## src/rtl/key_debounce_reset.sv

```systemverilog
// Push-button debouncer and stretched system reset generator (key 0 = reset key).
// Optional per-key long-press pulse: define KEY_DEBOUNCE_RESET_LONG_PRESS_EN.
module key_debounce_reset #(
  parameter int NUM_KEYS          = 2,
  parameter int SYNC_STAGES       = 2,
  parameter int DEBOUNCE_CYCLES   = 1_000_000,
  parameter int RST_HOLD_CYCLES   = 1024,
  parameter int LONG_PRESS_CYCLES = 200_000_000
) (
  input  logic                clk,
  input  logic                resetn,
  input  logic [NUM_KEYS-1:0] key_n,
  output logic [NUM_KEYS-1:0] key_level,
  output logic [NUM_KEYS-1:0] key_press,
  output logic [NUM_KEYS-1:0] key_release,
  output logic                sys_resetn,
  output logic [NUM_KEYS-1:0] long_press
);

  localparam int DW = $clog2(DEBOUNCE_CYCLES + 1);
  localparam int HW = $clog2(RST_HOLD_CYCLES + 1);
  localparam logic [DW-1:0] DB_LAST = DW'(DEBOUNCE_CYCLES - 1);
  localparam logic [HW-1:0] HOLD_LAST = HW'(RST_HOLD_CYCLES - 1);

  typedef enum logic [1:0] {
    RST_ASSERT,
    RST_HOLD,
    RST_RUN
  } rst_state_e;

  logic [NUM_KEYS-1:0] sync_q [SYNC_STAGES];
  logic [NUM_KEYS-1:0] pressed_s;
  logic [DW-1:0]       db_cnt [NUM_KEYS];
  logic [DW-1:0]       db_cnt_d [NUM_KEYS];
  logic [NUM_KEYS-1:0] level_d;
  logic [NUM_KEYS-1:0] press_d;
  logic [NUM_KEYS-1:0] release_d;

  rst_state_e          state;
  rst_state_e          state_d;
  logic [HW-1:0]       hold_cnt;
  logic [HW-1:0]       hold_d;
  logic                sys_d;

  always_ff @(posedge clk) begin
    if (!resetn) begin
      for (int s = 0; s < SYNC_STAGES; s++) begin
        sync_q[s] <= '1;
      end
    end else begin
      sync_q[0] <= key_n;
      for (int s = 1; s < SYNC_STAGES; s++) begin
        sync_q[s] <= sync_q[s-1];
      end
    end
  end

  assign pressed_s = ~sync_q[SYNC_STAGES-1];

  // A change is accepted only after DEBOUNCE_CYCLES consecutive disagreeing samples
  always_comb begin
    level_d   = key_level;
    press_d   = '0;
    release_d = '0;
    for (int i = 0; i < NUM_KEYS; i++) begin
      db_cnt_d[i] = '0;
      if (pressed_s[i] != key_level[i]) begin
        if (db_cnt[i] == DB_LAST) begin
          level_d[i]   = pressed_s[i];
          press_d[i]   = pressed_s[i];
          release_d[i] = ~pressed_s[i];
        end else begin
          db_cnt_d[i] = db_cnt[i] + DW'(1);
        end
      end
    end
  end

  always_ff @(posedge clk) begin
    if (!resetn) begin
      for (int i = 0; i < NUM_KEYS; i++) begin
        db_cnt[i] <= '0;
      end
      key_level   <= '0;
      key_press   <= '0;
      key_release <= '0;
    end else begin
      for (int i = 0; i < NUM_KEYS; i++) begin
        db_cnt[i] <= db_cnt_d[i];
      end
      key_level   <= level_d;
      key_press   <= press_d;
      key_release <= release_d;
    end
  end

  // The FSM watches key 0's level as it is registered, so sys_resetn
  // drops together with key_press[0] and the hold starts with key_release[0].
  always_comb begin
    state_d = state;
    hold_d  = hold_cnt;
    unique case (state)
      RST_ASSERT: begin
        hold_d = '0;
        if (resetn && !level_d[0]) begin
          state_d = RST_HOLD;
        end
      end
      RST_HOLD: begin
        if (level_d[0]) begin
          state_d = RST_ASSERT;
          hold_d  = '0;
        end else if (hold_cnt == HOLD_LAST) begin
          state_d = RST_RUN;
          hold_d  = '0;
        end else begin
          hold_d = hold_cnt + HW'(1);
        end
      end
      RST_RUN: begin
        hold_d = '0;
        if (level_d[0]) begin
          state_d = RST_ASSERT;
        end
      end
      default: begin
        state_d = RST_ASSERT;
        hold_d  = '0;
      end
    endcase
    sys_d = (state == RST_RUN) && !level_d[0];
  end

  always_ff @(posedge clk) begin
    if (!resetn) begin
      state      <= RST_ASSERT;
      hold_cnt   <= '0;
      sys_resetn <= 1'b0;
    end else begin
      state      <= state_d;
      hold_cnt   <= hold_d;
      sys_resetn <= sys_d;
    end
  end

`ifdef KEY_DEBOUNCE_RESET_LONG_PRESS_EN
  localparam int LW = $clog2(LONG_PRESS_CYCLES + 1);
  localparam logic [LW-1:0] LP_MAX = LW'(LONG_PRESS_CYCLES);
  localparam logic [LW-1:0] LP_LAST = LW'(LONG_PRESS_CYCLES - 1);

  logic [LW-1:0] held_cnt [NUM_KEYS];

  // Saturating at LP_MAX makes the LP_LAST match happen once per press
  always_ff @(posedge clk) begin
    if (!resetn) begin
      for (int i = 0; i < NUM_KEYS; i++) begin
        held_cnt[i] <= '0;
      end
      long_press <= '0;
    end else begin
      for (int i = 0; i < NUM_KEYS; i++) begin
        long_press[i] <= key_level[i] && (held_cnt[i] == LP_LAST);
        if (!key_level[i]) begin
          held_cnt[i] <= '0;
        end else if (held_cnt[i] != LP_MAX) begin
          held_cnt[i] <= held_cnt[i] + LW'(1);
        end
      end
    end
  end
`else
  assign long_press = '0;
`endif

endmodule

```

## config.mk

```make
export PLATFORM = sky130hd
export DESIGN_NAME = key_debounce_reset
export DESIGN_NICKNAME = d
export VERILOG_FILES = /design/src/rtl/key_debounce_reset.sv
export SDC_FILE = /design/constraint.sdc
export NUM_CORES = 1
export LEC_CHECK = 0
export CAP_MARGIN = 0
export CORE_MARGIN = 2
export CORE_UTILIZATION = 45
export CTS_CLUSTER_DIAMETER = 120
export DETAILED_ROUTE_END_ITERATION = 8
export GPL_TIMING_DRIVEN = 0
export HOLD_SLACK_MARGIN = 0.03
export PLACE_DENSITY_LB_ADDON = 0.12
export SLEW_MARGIN = 10
export SYNTH_ARGS = -nofsm -noshare
export SYNTH_HDL_FRONTEND = slang
export SYNTH_SLANG_ARGS = --single-unit
```

## constraint.sdc

```tcl
create_clock -name clk -period 6.1 [get_ports clk]
set_clock_uncertainty 0.1 [all_clocks]
set_input_delay 1.22 -clock clk [delete_from_list [all_inputs] [get_ports clk]]
set_output_delay 1.22 -clock clk [all_outputs]
set_load 0.01 [all_outputs]
```

; After elaboration in Yosys (flattened, before gate mapping)
; Memory sizes are Yosys's and may differ from the RTL's.
; Index checks and enable logic that the tools add are counted.
[classes]
n_addsub = 3
eq_ne = 10
muxes = 17
bitwise = 9
n_reduce_logical = 9
[op_table]
columns = operator, count
row1 = 2-to-1 mux 20 bit, 6
row2 = adder 20 x 1 -> 20 bit (second input constant), 2
row3 = == test 20 bit (second input constant), 2
row4 = 2-to-1 mux 2 bit, 6
row5 = adder 11 x 1 -> 11 bit (second input constant), 1
row6 = == test 11 x 10 -> 1 bit (second input constant), 1
row7 = AND reduction 3 bit, 3
row8 = case mux 2 bit (3 select lines), 1
row9 = 2-to-1 mux 1 bit, 4
row10 = != test 2 bit (second input constant), 2
row11 = inverter 1 bit, 4
row12 = OR 1 bit, 4
row13 = OR reduction 4 bit, 1
row14 = != test 3 bit (second input constant), 1
row15 = == test 2 x 1 -> 1 bit (second input constant), 1
row16 = == test 2 bit (second input constant), 1
row17 = logical AND 1 bit, 2
row18 = zero test 2 bit, 1
row19 = != test 1 bit, 2
row20 = inverter 2 bit, 1
row21 = AND reduction 2 bit, 1
row22 = zero test 1 bit, 1
[word_totals]
ff_bits = 20
ramBits = 44
inputBits = 4
output_inout_bits = 9
elab_cells = 59
memories = 2
[mem_list]
columns = name, words, width, rd, rd_clocked_by_memory_dff, wr, line
row1 = db_cnt, 2, 20, 2, 0, 2, 33  ; logic [DW-1:0] db_cnt [NUM_KEYS];
row2 = sync_q, 2, 2, 2, 0, 2, 31  ; logic [NUM_KEYS-1:0] sync_q [SYNC_STAGES];

; Longest topological paths before layout
; Gate-level depths: netlist (run 1).
; An unclocked memory read counts as a cell.
[depth]
ltp_word = 8
ltp_mapped = 7

; Least setup slack after synthesis (run 1)
; No wires, ideal clock.
[synth_timing]
path_type = register -> register
start = memory db_cnt[0][0] (netlist name)
end = register key_level[0]
setup_time_ns = 0.115
t_arrival_ns = 1.776
setup_slack_ns = 4.109
path_stages_with_launch = 7
period_less_slack_ns = 1.991
path_cell_list = dfxtp_1 > ha_1 > and4_4 > nand2_4 > nor4_4 > mux2_2 > and2_1
[synth_lines]
columns = item, line
row1 = from (decl), 33
row2 = to (signal assigned), 91  ; key_level <= level_d;
row3 = to (decl), 13  ; output logic [NUM_KEYS-1:0] key_level,

; Worst setup path in the final report (run 1)
[layout_timing]
start = register key_level[1]
end = output port key_level[1]
; No word-level cell between the ends.

==> flow_summary.yaml, run 1 <==
cells_and_area:
  fill_cells: 526
  layout.nets: 321
  multi_input_area_um2: 1310
  diodes: 0
  seqCellArea_um2: 1280
  final_util: 0.540
  drive_gt1_frac: 0.0786
  areaGrowthSynthToFinish_pct: 13.9
critical_path:
  cpLargestDelayFamily: "buffers and inverters"
  rr_worst_depth: 6
  crit_path_start_kind: "flip-flop"
  critPathBufInv: 1
  reg2reg_slack_ns: 3.93
  r2r_start: "hold_cnt[0]$_SDFF_PP0_"
  crit_slowest_cell: "clkdlybuf4s50_1"
  crit_required_ns: 4.78
  cp_max_fo: 5
  worstSetupPathDepth: 1
  r2r-end: "hold_cnt[3]$_SDFF_PP0_"
  cp-end-kind: "output pin"
  path_cells: "clkdlybuf4s50_1"
  path_class: "reg -> out"
  crit_arrival_ns: 1.35
  cpPeakStageDelay_ns: 0.58
  critPathLaunch: "key_level[1]$_SDFFE_PN0P_"
grt:
  grt_overflow_total: 0
  antenna_found_initial: 0
  first_global_vias: 1834
  grt_usage: 0.160
  grt_pass1_wl_mm: 7.94
  grt_max_degree: 11
sta:
  setup_viol: 0
  rsz0062_at_grt: "no"
  layout_min_cycle_time_ns: 2.67
  setup_ws_ns: 3.43
  min_period_over_period: 0.438
  max_freq_mhz: 374
  worst_pin_slew_ns: 0.729
  setup_tns_ns: 0
  slew_violations: 0
  hold_viol: 0
  relSlewSlack: 0.510
detailed_routing:
  vias_per_cell: 4.87
  drc: 0
  ant_nets: 0
  wl_per_cell_um: 11.5
  totalWireLength_mm: 4.49
  drtPass1Iterations: 4
  vias: 1900
  drt_iter0_markers: 44
place:
  place_ws_ns: 3.33
  hpwl_mm: 3.15
  portBuffers: 10
  globalplace.congestion: 0.755
min_path:
  min_delay_worst_endpoint: "sync_q[0][2]$_SDFF_PN1_"
  hold-path-cell-count: 1
  hold_path.class: "reg -> reg"
  hp-start: "sync_q[0][0]$_SDFF_PN1_"
floorplanning:
  initial_core_util: 0.474
  pin_count: 13
  die_w_um: 80.6
  core-area_um2: 5570
  placementRows: 27
  dieArea_um2: 6500
  chipHeight_um: 80.6
yosys:
  syn_area_um2: 2640
  synth_cells: 292
  ys_types: 34
  ys_seq_area_frac: 0.485
  syn_area_per_cell_um2: 9.05
  yosys_warnings: 0
  synth-seq-cells: 64
power_and_ir_drop:
  total_power_uw: 754
  power_density_nw_per_um2: 250
  p_leak_uw: 0.00104
  peakVddDrop_uv: 111
clock_tree:
  cts_tree: "yes"
  path_clk_slew_ns: 0.07
  clock_latency_ns: 0.34
  numCtsBuffers: 9
  hold_buffers: 0
  cts_buffer_depth: 2
  cts_root_buf: "clkbuf_8"
  clkSinkCount: 64
  cts_setup_buffers: 0
  post_cts_resized: 0
  cts.htree.levels: 3
outcome:
  status: "finished clean"
run:
  drv_cap: 0
==> flip-flops by register name, summed over array words and instances, names as in the netlist <==
| name | flops |
|---|---|
| db_cnt | 40 |
| hold_cnt | 11 |
| sync_q | 4 |
| key_level | 2 |
| key_press | 2 |
| key_release | 2 |
| state | 2 |
| sys_resetn | 1 |
==> through the flow <==
| stage | area (um^2) | instances | hold WS, ns |
|---|---|---|---|
| 2_1_floorplan | 2650 | 293 | 0.286 |
| 3_3_place_gp | 2840 | 375 | 0.292 |
| 3_5_place_dp | 2840 | 375 | 0.292 |
| 4_1_cts | 3010 | 390 | 0.316 |
| 5_1_grt | 3010 | 390 | 0.345 |
| 6_report | 3010 | 390 | 0.315 |
==> logic make-up after synthesis <==
kind of cell / share of synthesized area
compound gates: 0.0114
mux: 0.0166
flops: 0.485
fa+ha+maj: 0.0142
xor+xnor: 0.152
simple gates: 0.297
other cells: 0.00142
buf+inv: 0.0223
==> layout by cell type (no fill, tap or decap), drive strengths merged, types with 2 or more instances in the layout <==
cell type	count
a21oi	2
nand3b	2
inv	6
nand2b	5
nand4	10
xnor2	23
and4	4
mux2i	2
clkinv	2
ha	3
dfxtp	64
buf	4
clkdlybuf4s50	10
xor2	23
nor4	3
nor2b	3
nor3	13
and2	3
conb	2
and3	9
nor2	63
nand3	22
nand2	19
clkbuf	15
==> cells in the mapped netlist <==
cell      instances  area [um^2]
a21oi_1           2         10.0
and2_1            3         18.8
and3_1            9         56.3
and4_1            2         17.5
and4_2            1         10.0
and4_4            1         11.3
buf_2             2         10.0
buf_4             2         15.0
clkbuf_1          3         11.3
conb_1            1         3.75
dfxtp_1          64         1280
ha_1              3         37.5
inv_1             6         22.5
mux2_2            1         11.3
mux2i_1           1         10.0
mux2i_4           1         22.5
nand2_1          18         67.6
nand2_4           1         11.3
nand2b_1          5         31.3
nand3_1          22          110
nand3b_1          2         15.0
nand4_1          10         62.6
nor2_1           63          236
nor2b_1           2         12.5
nor2b_2           1         8.76
nor3_1           13         65.1
nor3b_1           1         7.51
nor4_1            2         12.5
nor4_4            1         21.3
nor4b_1           1         8.76
o211a_1           1         10.0
o311a_1           1         10.0
xnor2_1          23          201
xor2_1           23          201
==> worst register-to-register path, stage by stage, from the launching register on <==
cell	delay [ns]
dfxtp_1	0.35
ha_1	0.21
nand2_1	0.12
nor4_1	0.67
nor3_1	0.17
mux2i_4	0.34
nor2_1	0.09
==> area by class of cell <==
class                           instances  area share
Sequential cell                        64       0.426
Inverter                                6     0.00748
Clock inverter                          3     0.00582
Multi-Input combinational cell        216       0.434
Tap cell                               72      0.0299
Buffer                                  7      0.0121
Clock buffer                           12      0.0516
Timing Repair Buffer                   10      0.0333
==> metal layers <==
layer / GRT usage / part of all wire / up-vias
met5: 0 / 0 / -
li1: - / - / 1012
met1: 0.202 / 0.51 / 854
met2: 0.243 / 0.43 / 21
met4: 0.0966 / 0.025 / 0
met3: 0.0438 / 0.028 / 13
==> power breakdown <==
part           switching [uW]  internal [uW]
clock network             152            166
logic                    7.90           6.05
registers                1.71            420
total                     161            592
==> worst max path at each step <==
stage | slack (ns) | to
finish | 3.43 | key_level[1]
floorplan | 4.11 | key_level[0]$_SDFF_PN0_
detailed placement | 3.33 | key_press[1]$_SDFF_PN0_
CTS | 3.40 | key_level[1]
global route | 3.36 | key_level[1]
global placement | 3.35 | key_press[1]$_SDFF_PN0_
Power figures use the tool's default switching activity.
==> run 2, diff against run 1 <==
- clock period: 6.1 -> 2.8 ns (I/O delays scaled with it)
==> results of run 2 <==
Same layout as run 1 (identical final DEF). Status: finished clean.
Main changes from that run: setup slack after placement 3.33 ns -> 0.655 ns; clock-pin slew on the worst setup and hold paths 0.07 ns -> 0.06 ns; setup slack after layout 3.43 ns -> 0.630 ns; start point of the critical path key_level[1]$_SDFFE_PN0P_ -> hold_cnt[0]$_SDFF_PP0_; end point of the critical path key_level[1] -> hold_cnt[3]$_SDFF_PP0_; register-to-register setup slack 3.93 ns -> 0.63 ns; total power 754 uW -> 1640 uW; worst IR drop on VDD 111 uV -> 242 uV
==> run 3, diff against run 2 <==
- clock period: 2.8 -> 2 ns (I/O delays scaled with it)
==> flow_summary.yaml, run 3 (synthesized netlist as in run 1, its figures left out) <==
outcome:
  status: "finished clean"
grt:
  grt_max_degree: 11
  antenna_found_initial: 0
  grt_pass1_wl_mm: 8.09
  grt_overflow_total: 0
  first_global_vias: 1868
  grt_usage: 0.164
critical_path:
  path_class: "reg -> reg"
  cp_max_fo: 5
  critPathBufInv: 1
  cp-end-kind: "flip-flop"
  path_cells: "ha_4, and4_4, nand2_4, nor4_4, buf_6, mux2_4, and2_1"
  cpPeakStageDelay_ns: 0.36
  crit_slowest_cell: "dfxtp_2"
  crit_required_ns: 2.14
  cpLargestDelayFamily: "simple AND/OR/NAND/NOR gates"
  crit_path_start_kind: "flip-flop"
  crit_arrival_ns: 2.04
sta:
  layout_min_cycle_time_ns: 1.90
  fin_hold_ws_ns: 0.315
  min_period_over_period: 0.951
  slew_violations: 0
  hold_viol: 0
  max_freq_mhz: 526
  setup_viol: 0
  setup_ws_ns: 0.0981
  worst_pin_slew_ns: 0.585
  rsz0062_at_grt: "no"
  setup_tns_ns: 0
  relSlewSlack: 0.607
floorplanning:
  pin_count: 13
  placementRows: 27
  initial_core_util: 0.474
  dieArea_um2: 6500
  chipHeight_um: 80.6
  core-area_um2: 5570
  die_w_um: 80.6
cells_and_area:
  layout.nets: 325
  seqCellArea_um2: 1280
  fill_cells: 507
  final_util: 0.557
  multi_input_area_um2: 1350
  regMostFlops: "db_cnt"
  drive_gt1_frac: 0.118
  diodes: 0
  largest_reg_flops: 40
  reg_top3: "db_cnt: 40 flops, hold_cnt: 11 flops, sync_q: 4 flops"
  final_common_cell: "nor2_1"
  layout_common_cells: "nor2_1, dfxtp_1, xnor2_1, xor2_1, nand3_1"
  final_cells: 394
  areaGrowthSynthToFinish_pct: 17.6
place:
  dp_cells: 375
  globalplace.congestion: 0.755
  place_ws_ns: -0.145
  portBuffers: 10
  hpwl_mm: 3.15
clock_tree:
  path_clk_slew_ns: 0.07
  cts.htree.levels: 3
  clkSinkCount: 64
  cts_root_buf: "clkbuf_8"
  clock_latency_ns: 0.34
  cts_tree: "yes"
  numCtsBuffers: 9
  cts_buffer_depth: 2
detailed_routing:
  ant_nets: 0
  wl_per_cell_um: 11.7
  drc: 0
  drt_iter0_markers: 52
  vias_per_cell: 4.89
  vias: 1928
  totalWireLength_mm: 4.63
  drtPass1Iterations: 4
min_path:
  hold_path.class: "reg -> reg"
power_and_ir_drop:
  power_density_nw_per_um2: 742
  p_leak_uw: 0.00108
  peakVddDrop_uv: 359
run:
  drv_cap: 0
-- run 3: cell types whose count changed in the layout (fill, tap and decap cells not counted), moves of 2 or more --
cell      delta
nor3_1       -2
buf_4        +2
dfxtp_1      -2
nor3_2       +2
dfxtp_2      +2
clkbuf_1     -2
-- run 3: cell type report --
| class | count | area share |
|---|---|---|
| clock inverter | 3 | 0.00564 |
| buffer | 7 | 0.0125 |
| sequential | 64 | 0.413 |
| timing repair buffer | 14 | 0.0471 |
| clock buffer | 12 | 0.0499 |
| inverter | 6 | 0.00725 |
| multi-input combinational | 216 | 0.435 |
| tap | 72 | 0.0290 |
-- run 3: timing repair --
| item | 4_1_cts | 5_1_grt |
|---|---|---|
| gates resized for setup | 5 | 9 |
| setup endpoints to repair | 49 | 40 |
| cloned | 0 | 0 |
| hold buffers | 0 | 0 |
| pin swaps | 2 | 0 |
| buffers inserted | 4 | 0 |
-- run 3: worst register-to-register path, cell delays in order (launching register included) --
cell and delay [ns]:
dfxtp_2 0.36, ha_4 0.13, and4_4 0.23, nand2_4 0.07
nor4_4 0.26, buf_6 0.16, mux2_4 0.32, and2_1 0.15
-- run 3: where the power goes --
group | total (uW) | switching, uW | internal (uW)
registers | 1290 | 5.44 | 1280
logic | 47.9 | 25.1 | 22.7
clock network | 970 | 464 | 506
total | 2310 | 495 | 1810
-- run 3: per-stage QoR --
stage                     total power, uW  instance area (um^2)
after floorplan                      1340                  2650
after global placement               1360                  2840
after detailed placement             1360                  2840
after CTS                            2350                  3060
after global routing                 2410                  3110
final                                2310                  3110
-- run 3: final timing paths --
path / start / to / slack, ns / cells past startpoint
max: db_cnt[0][0]$_SDFF_PP0_ / key_level[0]$_SDFF_PN0_ / 0.1 / 7
min: sync_q[0][0]$_SDFF_PN1_ / sync_q[0][2]$_SDFF_PN1_ / 0.31 / 1
max reg2reg: db_cnt[0][0]$_SDFF_PP0_ / key_level[0]$_SDFF_PN0_ / 0.1 / 7
min reg2reg: sync_q[0][0]$_SDFF_PN1_ / sync_q[0][2]$_SDFF_PN1_ / 0.31 / 1
-- run 3: layer usage --
layer / vias up / global-route usage / routed length [um]
li1: 1020 / - / -
met5: - / 0 / 0
met2: 22 / 0.255 / 2040
met3: 11 / 0.0438 / 123
met4: 0 / 0.0966 / 117
met1: 875 / 0.203 / 2340
